<file path="src/rtl/flag_sync_pkg.sv">
// Shared types for the clock-domain-2 flag event queue.
package flag_sync_pkg;

    typedef enum logic [1:0] {
        ST_IDLE,
        ST_ISSUE,
        ST_HOLDOFF
    } flag_queue_state_t;

endpackage

</file>
<file path="src/rtl/flag_event_queue.sv">
// Counts single-cycle flag pulses and re-issues them one at a time on a valid/ready
// handshake, with a saturating pending counter, sticky overflow and optional hold-off gap.
module flag_event_queue
    import flag_sync_pkg::*;
#(
    parameter int unsigned COUNT_WIDTH    = 4,
    parameter int unsigned HOLDOFF_CYCLES = 0
) (
    input  logic                   clock_domain_2,
    input  logic                   reset_n,
    input  logic                   flag_domain_2,
    output logic                   event_valid,
    input  logic                   event_ready,
    output logic [COUNT_WIDTH-1:0] pending_count,
    output logic                   overflow,
    input  logic                   clear_overflow,
    output logic                   busy
);

    localparam int unsigned TIMER_WIDTH =
        (HOLDOFF_CYCLES > 0) ? $clog2(HOLDOFF_CYCLES + 1) : 1;
    localparam logic [COUNT_WIDTH-1:0] COUNT_MAX = {COUNT_WIDTH{1'b1}};
    localparam logic [TIMER_WIDTH-1:0] TIMER_LOAD =
        TIMER_WIDTH'((HOLDOFF_CYCLES > 0) ? HOLDOFF_CYCLES - 1 : 0);

    flag_queue_state_t       state_q, state_d;
    logic [COUNT_WIDTH-1:0]  count_q, count_d;
    logic [TIMER_WIDTH-1:0]  timer_q, timer_d;
    logic                    overflow_q, overflow_d;
    logic                    handshake;
    logic                    drop;

    assign event_valid   = (state_q == ST_ISSUE);
    assign handshake     = event_valid & event_ready;
    assign pending_count = count_q;
    assign overflow      = overflow_q;
    assign busy          = (state_q != ST_IDLE) || (count_q != '0);

    always_comb begin
        count_d    = count_q;
        drop       = 1'b0;
        state_d    = state_q;
        timer_d    = timer_q;
        overflow_d = overflow_q;

        // Simultaneous inc and dec leaves the count unchanged, so a saturated
        // queue reuses the freed slot without flagging overflow.
        if (flag_domain_2 && !handshake) begin
            if (count_q == COUNT_MAX) begin
                drop = 1'b1;
            end else begin
                count_d = count_q + 1'b1;
            end
        end else if (!flag_domain_2 && handshake) begin
            count_d = count_q - 1'b1;
        end

        if (drop) begin
            overflow_d = 1'b1;
        end else if (clear_overflow) begin
            overflow_d = 1'b0;
        end

        unique case (state_q)
            ST_IDLE: begin
                if (count_d != '0) state_d = ST_ISSUE;
            end
            ST_ISSUE: begin
                if (handshake) begin
                    if (HOLDOFF_CYCLES > 0) begin
                        state_d = ST_HOLDOFF;
                        timer_d = TIMER_LOAD;
                    end else if (count_d == '0) begin
                        state_d = ST_IDLE;
                    end
                end
            end
            ST_HOLDOFF: begin
                if (timer_q == '0) begin
                    state_d = (count_d != '0) ? ST_ISSUE : ST_IDLE;
                end else begin
                    timer_d = timer_q - 1'b1;
                end
            end
            default: state_d = ST_IDLE;
        endcase
    end

    always_ff @(posedge clock_domain_2 or negedge reset_n) begin
        if (!reset_n) begin
            state_q    <= ST_IDLE;
            count_q    <= '0;
            timer_q    <= '0;
            overflow_q <= 1'b0;
        end else begin
            state_q    <= state_d;
            count_q    <= count_d;
            timer_q    <= timer_d;
            overflow_q <= overflow_d;
        end
    end

endmodule

</file>
<file path="config.mk">
export PLATFORM = sky130hd
export DESIGN_NAME = flag_event_queue
export DESIGN_NICKNAME = d
export VERILOG_FILES = /design/src/rtl/flag_sync_pkg.sv /design/src/rtl/flag_event_queue.sv
export SDC_FILE = /design/constraint.sdc
export NUM_CORES = 1
export LEC_CHECK = 0
export CORE_AREA = 2 2 39 41
export CTS_CLUSTER_SIZE = 40
export DETAILED_ROUTE_END_ITERATION = 10
export DIE_AREA = 0 0 41 43
export GPL_ROUTABILITY_DRIVEN = 0
export SYNTH_ARGS = -nofsm -noshare
export SYNTH_HDL_FRONTEND = slang
export SYNTH_SLANG_ARGS = --single-unit
export TNS_END_PERCENT = 5
</file>
<file path="constraint.sdc">
create_clock -name clock_domain_2 -period 4.4 [get_ports clock_domain_2]
set_input_delay 0.66 -clock clock_domain_2 [delete_from_list [all_inputs] [get_ports clock_domain_2]]
set_output_delay 0.66 -clock clock_domain_2 [all_outputs]
set_load 0.005 [all_outputs]
</file>
==> impl_metrics.csv, run 1 <==
group,metric,value,unit
cells_and_area,drive_gt1_share,17.86,%
sta,finalWorstSetupSlack,1.784,ns
cells_and_area,fin_cells,72,
floorplanning,io_pins,12,
sta,hold_violations,0,
clock_tree,cts_resized,0,
sta,clock_skew,0.001626,ns
route,viasPerCell,4.986,
worst_setup_path,cp_num_buf_inv,2,
worst_setup_path,crit_required,3.74,ns
place,pre_cts_ws,1.894,ns
synthesis,synth_simple_gate_area_share,20.68,%
route,antenna_left,0,
worst_setup_path,critPathMaxStageDelay,0.58,ns
cells_and_area,nNetsFinal,66,
sta,rsz0062_at_grt,"false",
synthesis,yosysWarnings,0,
worst_setup_path,cp_cell_sequence,"inv_1, ha_1, or4b_2, clkdlybuf4s50_1",
route,wire_per_inst,11.42,um
clock_tree,clock-sinks,6,
sta,finalSetupTns,0,ns
synthesis,synth_area_leaders,"dfrtp_1 (37%), ha_1 (9.3%), inv_1 (4.6%)",
sta,clock.fmax,0.3823,GHz
floorplanning,die_h,43,um
power_and_ir_drop,power_density,548.0,nW/um2
synthesis,synth_top_area_share,37.04,%
clock_tree,ctsHoldBuffers,0,
worst_setup_path,critPathTopFamily,"simple AND/OR/NAND/NOR gates",
clock_tree,numCtsBuffers,3,
place,placedCellCount,69,
status,status,"complete, no violations",
sta,setup_viol,0,
floorplanning,core-area,1384,um2
clock_tree,cts_tree,"done",
synthesis,synth_area,405.4,um2
route,drt_first_pass_iters,1,
route,met1_length,362,um
synthesis,synth.distinct_cells,26,
floorplanning,die_w,41,um
clock_tree,clock_path_buffers,2,
synthesis,synth_top_family_by_area,"compound AO/OA/AOI/OAI gates",
cells_and_area,n_antenna_cell,0,
place,portBuffers,11,
grt,grt_max_degree,10,
clock_tree,root_buffer,"clkbuf_4",
synthesis,synth_compound_area_share,23.77,%
synthesis,syn-num-nets,50,
sta,slew_headroom,80.61,%
worst_setup_path,cp_max_fo,7,
grt,gr-total-overflow,0,
place,detailed_place_hpwl,651.6,um
grt,grt_pass1_vias,371,
floorplanning,initial_utilization,29.29,%
synthesis,seq_area_frac_synth,37.04,%
sta,whs,0.5280,ns
worst_hold_path,hold_path_class,"reg2reg",
clock_tree,clk_latency,0.24,ns
synthesis,synth_seq_cells,6,
route,routed.top_layer,"met3",
route,drtIter0Drc,0,
power_and_ir_drop,power_leakage,0.2361,nW
synthesis,yosys.area.top_type,"dfrtp_1",
floorplanning,rows,14,
sta,fin_crit,2.616,ns
synthesis,synth_xor_area_share,2.160,%
route,wl,822,um
cells_and_area,fillers,151,
synthesis,synth_mux_area_share,2.469,%
sta,slew_violations,0,
synthesis,avgSynthCellArea,9.652,um2
grt,antenna_found_initial,0,
route,wl_met2,440,um
synthesis,synthAdderAreaFrac,9.259,%
floorplanning,die_area,1763,um2
route,met3WireLength,19,um
clock_tree,htreeDepth,1,
grt,grt.total_usage,12.27,%
worst_setup_path,end_kind,"output port",
run,maxCapViolCount,0,
power_and_ir_drop,irDropWorstVdd,0.2054,mV
worst_setup_path,cp_slowest_cell,"or4b_2",
clock_tree,cts.reportedPaths.clkPinSlew,0.04,ns
sta,period_share,59.45,%
worst_setup_path,critPathArrivalTime,1.96,ns
sta,tightest_slew,0.2909,ns
worst_setup_path,critPathKind,"reg2out",
grt,grt_pass1_wl,1.442,mm
route,vias,359,
synthesis,synth_cells,42,
route,drc,0,
cells_and_area,area_growth_syn_to_layout,37.65,%
worst_setup_path,critPathLaunchType,"flip-flop",
clock_tree,cts_setup_buffers,0,
## through the flow
stage	power (mW)	util (%)	cell area, um2
2_1_floorplan	0.1909	-	405.4
6_report	0.3058	40.33	558.0
5_1_grt	0.3361	40.33	558.0
3_5_place_dp	0.2612	38.70	535.5
3_3_place_gp	0.2586	38.70	535.5
4_1_cts	0.3120	40.33	558.0
## cell usage in the layout, fill, tap and decap left out
master,count
clkdlybuf4s50_1,11
dfrtp_1,6
inv_1,5
a21oi_1,3
nand3_1,3
ha_1,3
clkbuf_4,3
nand2_1,2
a21boi_2,1
and3b_2,1
and2_1,1
a31o_2,1
a211oi_1,1
nor2_1,1
or4_4,1
nor2_2,1
nor3b_1,1
o21ai_1,1
o31a_1,1
a21oi_2,1
xnor2_1,1
a32oi_1,1
mux2i_1,1
a21o_1,1
or4b_2,1
a211o_1,1
or3_1,1
o22ai_1,1
## logic make-up (layout without fill, tap and decap cells)
kind of cell	Yosys count	in the layout
AO/OA/AOI/OAI	13	13
AND/OR/NAND/NOR	13	13
flip-flops	6	6
buffers and inverters	5	19
adder cells (fa/ha/maj)	3	3
XOR/XNOR	1	1
multiplexers	1	1
## cell usage after synthesis
cell / n
or3_1: 1
nand2_1: 2
o21ai_1: 1
or4b_2: 1
or4_4: 1
a21o_1: 1
and2_1: 1
and3b_2: 1
a21oi_2: 1
nor2_1: 1
xnor2_1: 1
nand3_1: 3
o31a_1: 1
dfrtp_1: 6
a32oi_1: 1
a21boi_2: 1
a211oi_1: 1
a31o_2: 1
nor3b_1: 1
a21oi_1: 3
a211o_1: 1
nor2_2: 1
o22ai_1: 1
mux2i_1: 1
ha_1: 3
inv_1: 5
## report_power, final
part	leakage (nW)	internal [mW]	total, mW	switching, mW
logic	0.155	0.0837	0.147	0.0630
registers	0.0669	0.0765	0.112	0.0354
clock network	0.0138	0.0306	0.0473	0.0167
total	0.236	0.191	0.306	0.115
## worst register-to-register path, delay by kind of cell, from the launching register on
family / cells / cell delay (ns)
and+or+nand+nor: 1 / 0.30
muxes: 1 / 0.20
AOI/OAI and AO/OA: 3 / 0.60
adders and majority gates: 1 / 0.29
DFF: 1 / 0.43
## registers in the layout (all words and copies together) (netlist names)
name,cells
pending_count,4
state_q,1
overflow,1
## layout make-up
cell class | instances | area [um2] | share of cell area, %
Sequential cell | 6 | 150.1 | 26.91
Timing Repair Buffer | 11 | 110.1 | 19.73
Inverter | 5 | 18.77 | 3.363
Multi-Input combinational cell | 31 | 236.5 | 42.38
Tap cell | 16 | 20.02 | 3.587
Clock buffer | 3 | 22.52 | 4.036
## layer usage
layer | vias to the layer above | GRT usage (%)
li1 | 184 | -
met5 | - | 0
met4 | 0 | 10.00
met3 | 0 | 1.571
met2 | 5 | 17.19
met1 | 170 | 15.95
## final timing paths
kind,startpoint,end,slack [ns],cells after the start
setup / recovery,pending_count[1],busy,1.78,4
hold / removal,overflow,overflow,0.53,2
setup reg to reg,pending_count[0],state_q[0],2.46,6
hold reg to reg,overflow,overflow,0.53,2
max in group asynchronous,reset_n,overflow,3.54,1
min in group asynchronous,reset_n,pending_count[0],0.66,1
Note: power is estimated with default switching activity, not from simulation.
==> inputs of run 2 (changes only) <==
- clock period: 4.4 -> 2.55 ns (I/O delays scaled with it)
==> impl_metrics.csv, run 2 (same netlist as run 1, synthesis figures left out) <==
group,metric,value,unit
status,status,"complete, no violations",
grt,grt_max_degree,10,
worst_setup_path,critPathLaunchType,"flip-flop",
power_and_ir_drop,total_power,0.5258,mW
clock_tree,clock_path_buffers,2,
sta,period_share,91.63,%
cells_and_area,largest_register_ffs,4,
cells_and_area,n_antenna_cell,0,
worst_setup_path,critPathKind,"reg2out",
clock_tree,htreeDepth,1,
clock_tree,ctsHoldBuffers,0,
route,drtIter0Drc,2,
sta,slew_violations,0,
grt,grt.total_usage,12.56,%
worst_setup_path,cp_cell_sequence,"inv_1, ha_1, or4b_2, clkdlybuf4s50_1",
route,drc,0,
sta,clock_skew,0.0007888,ns
floorplanning,initial_utilization,29.29,%
grt,antenna_found_initial,0,
cells_and_area,drive_gt1_share,17.86,%
worst_setup_path,timing.rr.end,"state_q[0]",
worst_setup_path,cp_max_fo,6,
worst_setup_path,end_kind,"output port",
sta,whs,0.3830,ns
worst_setup_path,critPathMaxStageDelay,0.57,ns
clock_tree,cts.reportedPaths.clkPinSlew,0.04,ns
worst_hold_path,hold_path_class,"in2async",
floorplanning,die_w,41,um
place,detailed_place_hpwl,613.1,um
route,antenna_left,0,
power_and_ir_drop,power_leakage,0.2361,nW
clock_tree,clock-sinks,6,
sta,setup_viol,0,
worst_setup_path,worstReg2RegStart,"pending_count[0]",
worst_setup_path,critPathCapture,"busy",
route,viasPerCell,4.806,
sta,hold_violations,0,
cells_and_area,area_growth_syn_to_layout,37.65,%
sta,clock.fmax,0.4280,GHz
clock_tree,clk_latency,0.23,ns
clock_tree,numCtsBuffers,3,
cells_and_area,nNetsFinal,66,
clock_tree,root_buffer,"clkbuf_4",
floorplanning,die_h,43,um
worst_setup_path,cp-startpoint,"pending_count[0]",
grt,gr-total-overflow,0,
grt,grt_pass1_wl,1.490,mm
clock_tree,cts_setup_buffers,0,
route,wire_per_inst,10.64,um
worst_setup_path,critPathArrivalTime,1.95,ns
grt,grt_pass1_vias,363,
route,vias,346,
sta,finalSetupTns,0,ns
sta,rsz0062_at_grt,"false",
place,portBuffers,11,
floorplanning,core-area,1384,um2
power_and_ir_drop,irDropWorstVdd,0.3597,mV
clock_tree,cts_tree,"done",
sta,tightest_slew,0.2818,ns
floorplanning,io_pins,12,
worst_setup_path,cp_slowest_cell,"or4b_2",
worst_setup_path,r2r_slack,0.63,ns
sta,fin_crit,2.337,ns
route,drt_first_pass_iters,2,
route,wl,766,um
worst_setup_path,reg2reg_depth,6,
cells_and_area,final_common_cell,"clkdlybuf4s50_1",
run,maxCapViolCount,0,
power_and_ir_drop,power_density,942.3,nW/um2
cells_and_area,final_cell_mix,"clkdlybuf4s50_1 (11), dfrtp_1 (6), inv_1 (5)",
clock_tree,cts_resized,0,
floorplanning,rows,14,
floorplanning,die_area,1763,um2
worst_setup_path,crit_required,2.17,ns
sta,slew_headroom,81.21,%
[run 2: cell counts in the layout (fill, tap and decap cells not counted)]
Identical to the previous run, type by type.
[run 2: worst min-delay path by stage]
stage | depth (start not counted) | from | to | slack, ns
finish | 1 | reset_n | pending_count[1] | 0.38
global route | 1 | reset_n | pending_count[1] | 0.41
CTS | 1 | reset_n | pending_count[1] | 0.38
detailed placement | 2 | overflow | overflow | 0.53
global placement | 2 | overflow | overflow | 0.53
floorplan | 0 | reset_n | overflow | 0.09
[run 2: worst max-delay path: cells and delay by family, from the launching register on]
family | cells | cell delay (ns)
AND/OR/NAND/NOR | 1 | 0.57
flip-flops | 1 | 0.44
buffers and inverters | 2 | 0.57
adder cells (fa/ha/maj) | 1 | 0.14
[run 2: power by group]
part | internal (mW) | switching (mW)
sequential | 0.132 | 0.0616
combinational | 0.144 | 0.106
clock | 0.0529 | 0.0287
[run 2: stage by stage]
stage | instances | util, % | instance area (um2) | worst slack, ns
floorplan | 42 | - | 405.4 | 0.7407
global placement | 69 | 38.70 | 535.5 | 0.3403
detailed placement | 69 | 38.70 | 535.5 | 0.3301
CTS | 72 | 40.33 | 558.0 | 0.1969
global route | 72 | 40.33 | 558.0 | 0.1129
finish | 72 | 40.33 | 558.0 | 0.2135
[run 2: per-layer routing]
layer  wire length [um]  up-vias  GRT usage [%]
met4                  0        0          10.00
met2                391        5          17.81
met3                 25        0          1.571
met5                  0        -              0
li1                   -      184              -
met1                350      157          16.23
[run 2: layout make-up]
type / instances / area, um2
fillers: 145 / 825.8
multi-input cells: 31 / 236.5
flip-flops and latches: 6 / 150.1
repair buffers: 11 / 110.1
clock buffers: 3 / 22.52
well taps: 16 / 20.02
inverters: 5 / 18.77
==> edit (flow settings as in run 1) <==
Change the parameter `COUNT_WIDTH` from 4 to 6.
--- a/src/rtl/flag_event_queue.sv
+++ b/src/rtl/flag_event_queue.sv
@@ -3,7 +3,7 @@
 module flag_event_queue
     import flag_sync_pkg::*;
 #(
-    parameter int unsigned COUNT_WIDTH    = 4,
+    parameter int unsigned COUNT_WIDTH    = 6,
     parameter int unsigned HOLDOFF_CYCLES = 0
 ) (
     input  logic                   clock_domain_2,
Interface: changed (resized pending_count); port bits go from 12 to 14. The function was not compared with the original's and may differ.
==> edit against run 1 <==
- sequential cell count is 2 higher
- via count is 77% higher
- setup slack better by 0.10 ns
- critical path type is now in2reg
- clock skew is 0.0062 ns higher
- wire length is 69% higher
- worst hold slack better by 0.015 ns
- critical endpoint is now state_q[0]
- die area stayed put
- largest power group unchanged
- register-to-register slack worse by 0.34 ns
- maximum frequency is 4.0% higher
- design area is 41% higher
- power is 55% higher
- synthesized area is 63% higher
- global-route usage is 6.5 points higher
==> edit: results (changes against run 1) <==
| Metric | Value |
|---|---|
| Number of global-route vias before repair | `519 (+40%)` |
| Async set or reset register ratio after synthesis | `100% (unchanged)` |
| Fraction of layout instances using a drive strength above 1 | `7.78% (-10 points)` |
| Area growth from synthesis to layout | `19.4%` |
| Clock tree buffer depth | `2 (unchanged)` |
| Clock root buffer | `clkbuf_4` |
| # setup viols final | `0 (unchanged)` |
| Max reg flops | `6 (+2)` |
| Pleak | `0.307 nW (+30%)` |
| Drt pass-1 iters | `4 (+3)` |
| Worst-Skew Late Latency | `around 0.25 ns` |
| Warnings, synthesis | `0 (unchanged)` |
| Nets | `100 (+52%)` |
| Filler cells | `137 (-9.3%)` |
| Sequential area share after synthesis | `30.4% (-6.7 points)` |
| Peak supply drop | `0.357 mV (+74%)` |
| DP HPWL | `1080 µm (+66%)` |
| Via-per-instance ratio | `5.99 (+20%)` |
| Outcome | `finished, final reports clean` |
| Most frequent cells after synthesis | `dfrtp_1, nor2_1, inv_1, nand3_1` |
| CTS resizes | `0 (unchanged)` |
| Number of H-tree levels | `1 (unchanged)` |
| Arrival time at the worst endpoint | `2.64 ns (+0.68 ns)` |
| Ranking of synthesized cells by area | `dfrtp_1, ha_1, mux2i_1` |
| First-pass GRT wire length | `2240 µm (+55%)` |
| Routed wire per std cell | `13.1 µm (+15%)` |
| Cell Area, Placed | `764 µm² (+43%)` |
| Syn nets | `88 (+76%)` |
| Number of buffers created by CTS | `3 (unchanged)` |
| Initial antenna violation count | `0 (unchanged)` |
| Ys flop type | `dfrtp_1` |
| Slew HR | `65.0% (-16 points)` |
| Setup Buffers After CTS | `0 (unchanged)` |
| Largest net degree at the start of global routing | `15 (+5)` |
| Diode count | `0 (unchanged)` |
| Tot GR Track Use | `18.8% (+6.5 points)` |
| Port Buf Inserts | `13 (+2)` |
| Number of distinct library cells after synthesis | `30 (+15%)` |
| Fin Clk Skew | `0.00786 ns (+0.00623 ns)` |
| 1st-iter DRT viols | `15 (+15)` |
| Worst hold path type | `reg2reg` |
| Clock-pin slew on the worst setup and hold paths | `about 0.05 ns` |
| Critical path peak fanout | `10 (+3)` |
-- edit: changes by cell type in the layout (fill, tap and decap cells not counted), sizes merged, moves of 2 or more --
cell           change
dfrtp              +2
nor2               +6
nor4               +2
nor3               +3
o32ai              +2
mux2i              +2
nand3              +3
a311oi             +2
clkdlybuf4s50      +2
o21ai              +5
nand2              +4
-- edit: per-layer routing --
metal | GRT usage [%] | share of wire (%)
met4 | 6.00 | 1.2
met5 | 0 | 0
met2 | 26.3 | 48
met1 | 25.8 | 44
met3 | 7.85 | 6.3
-- edit: power by group --
group | leakage [nW] | switching, mW | internal [mW]
Combinational | 0.200 | 0.118 | 0.129
Sequential | 0.0932 | 0.0707 | 0.102
Clock | 0.0138 | 0.0235 | 0.0311
Total | 0.307 | 0.212 | 0.263
-- edit: cells by family after synthesis --
group / synth area share (%)
AOI/OAI and AO/OA: 24.1
adders and majority gates: 5.69
buffers and inverters: 10.2
and+or+nand+nor: 23.7
muxes: 4.55
DFF: 30.4
xor gates and xnor gates: 1.33
-- edit: path summary, 6_finish.rpt --
check / start / depth (start not counted) / end / slack, ns
worst min register to register: overflow / 2 / overflow / 0.54
min in group asynchronous: reset_n / 1 / pending_count[3] / 0.67
max in group asynchronous: reset_n / 1 / pending_count[0] / 3.47
worst max register to register: pending_count[1] / 6 / state_q[0] / 2.12
worst min-delay path: overflow / 2 / overflow / 0.54
worst max-delay path: flag_domain_2 / 6 / state_q[0] / 1.88
-- edit: per-stage QoR --
step                worst slack, ns  instances
detailed placement             1.64        103
CTS                            1.88        106
floorplan                      2.33         80
global route                   1.81        106
global placement               1.68        103
finish                         1.88        106
-- edit: worst max-delay path, stage by stage --
cell and delay (ns):
clkdlybuf4s50_1 0.68, a21bo_1 0.36, nor3_1 0.20, o21ai_0 0.09, o31a_1 0.12, or4b_1 0.52
-- edit: final cells by class --
type | count | area share, %
clock buffers | 3 | 2.86
inverters | 6 | 2.86
multi-input cells | 60 | 49.8
flip-flops and latches | 8 | 25.4
well taps | 16 | 2.54
repair buffers | 13 | 16.5
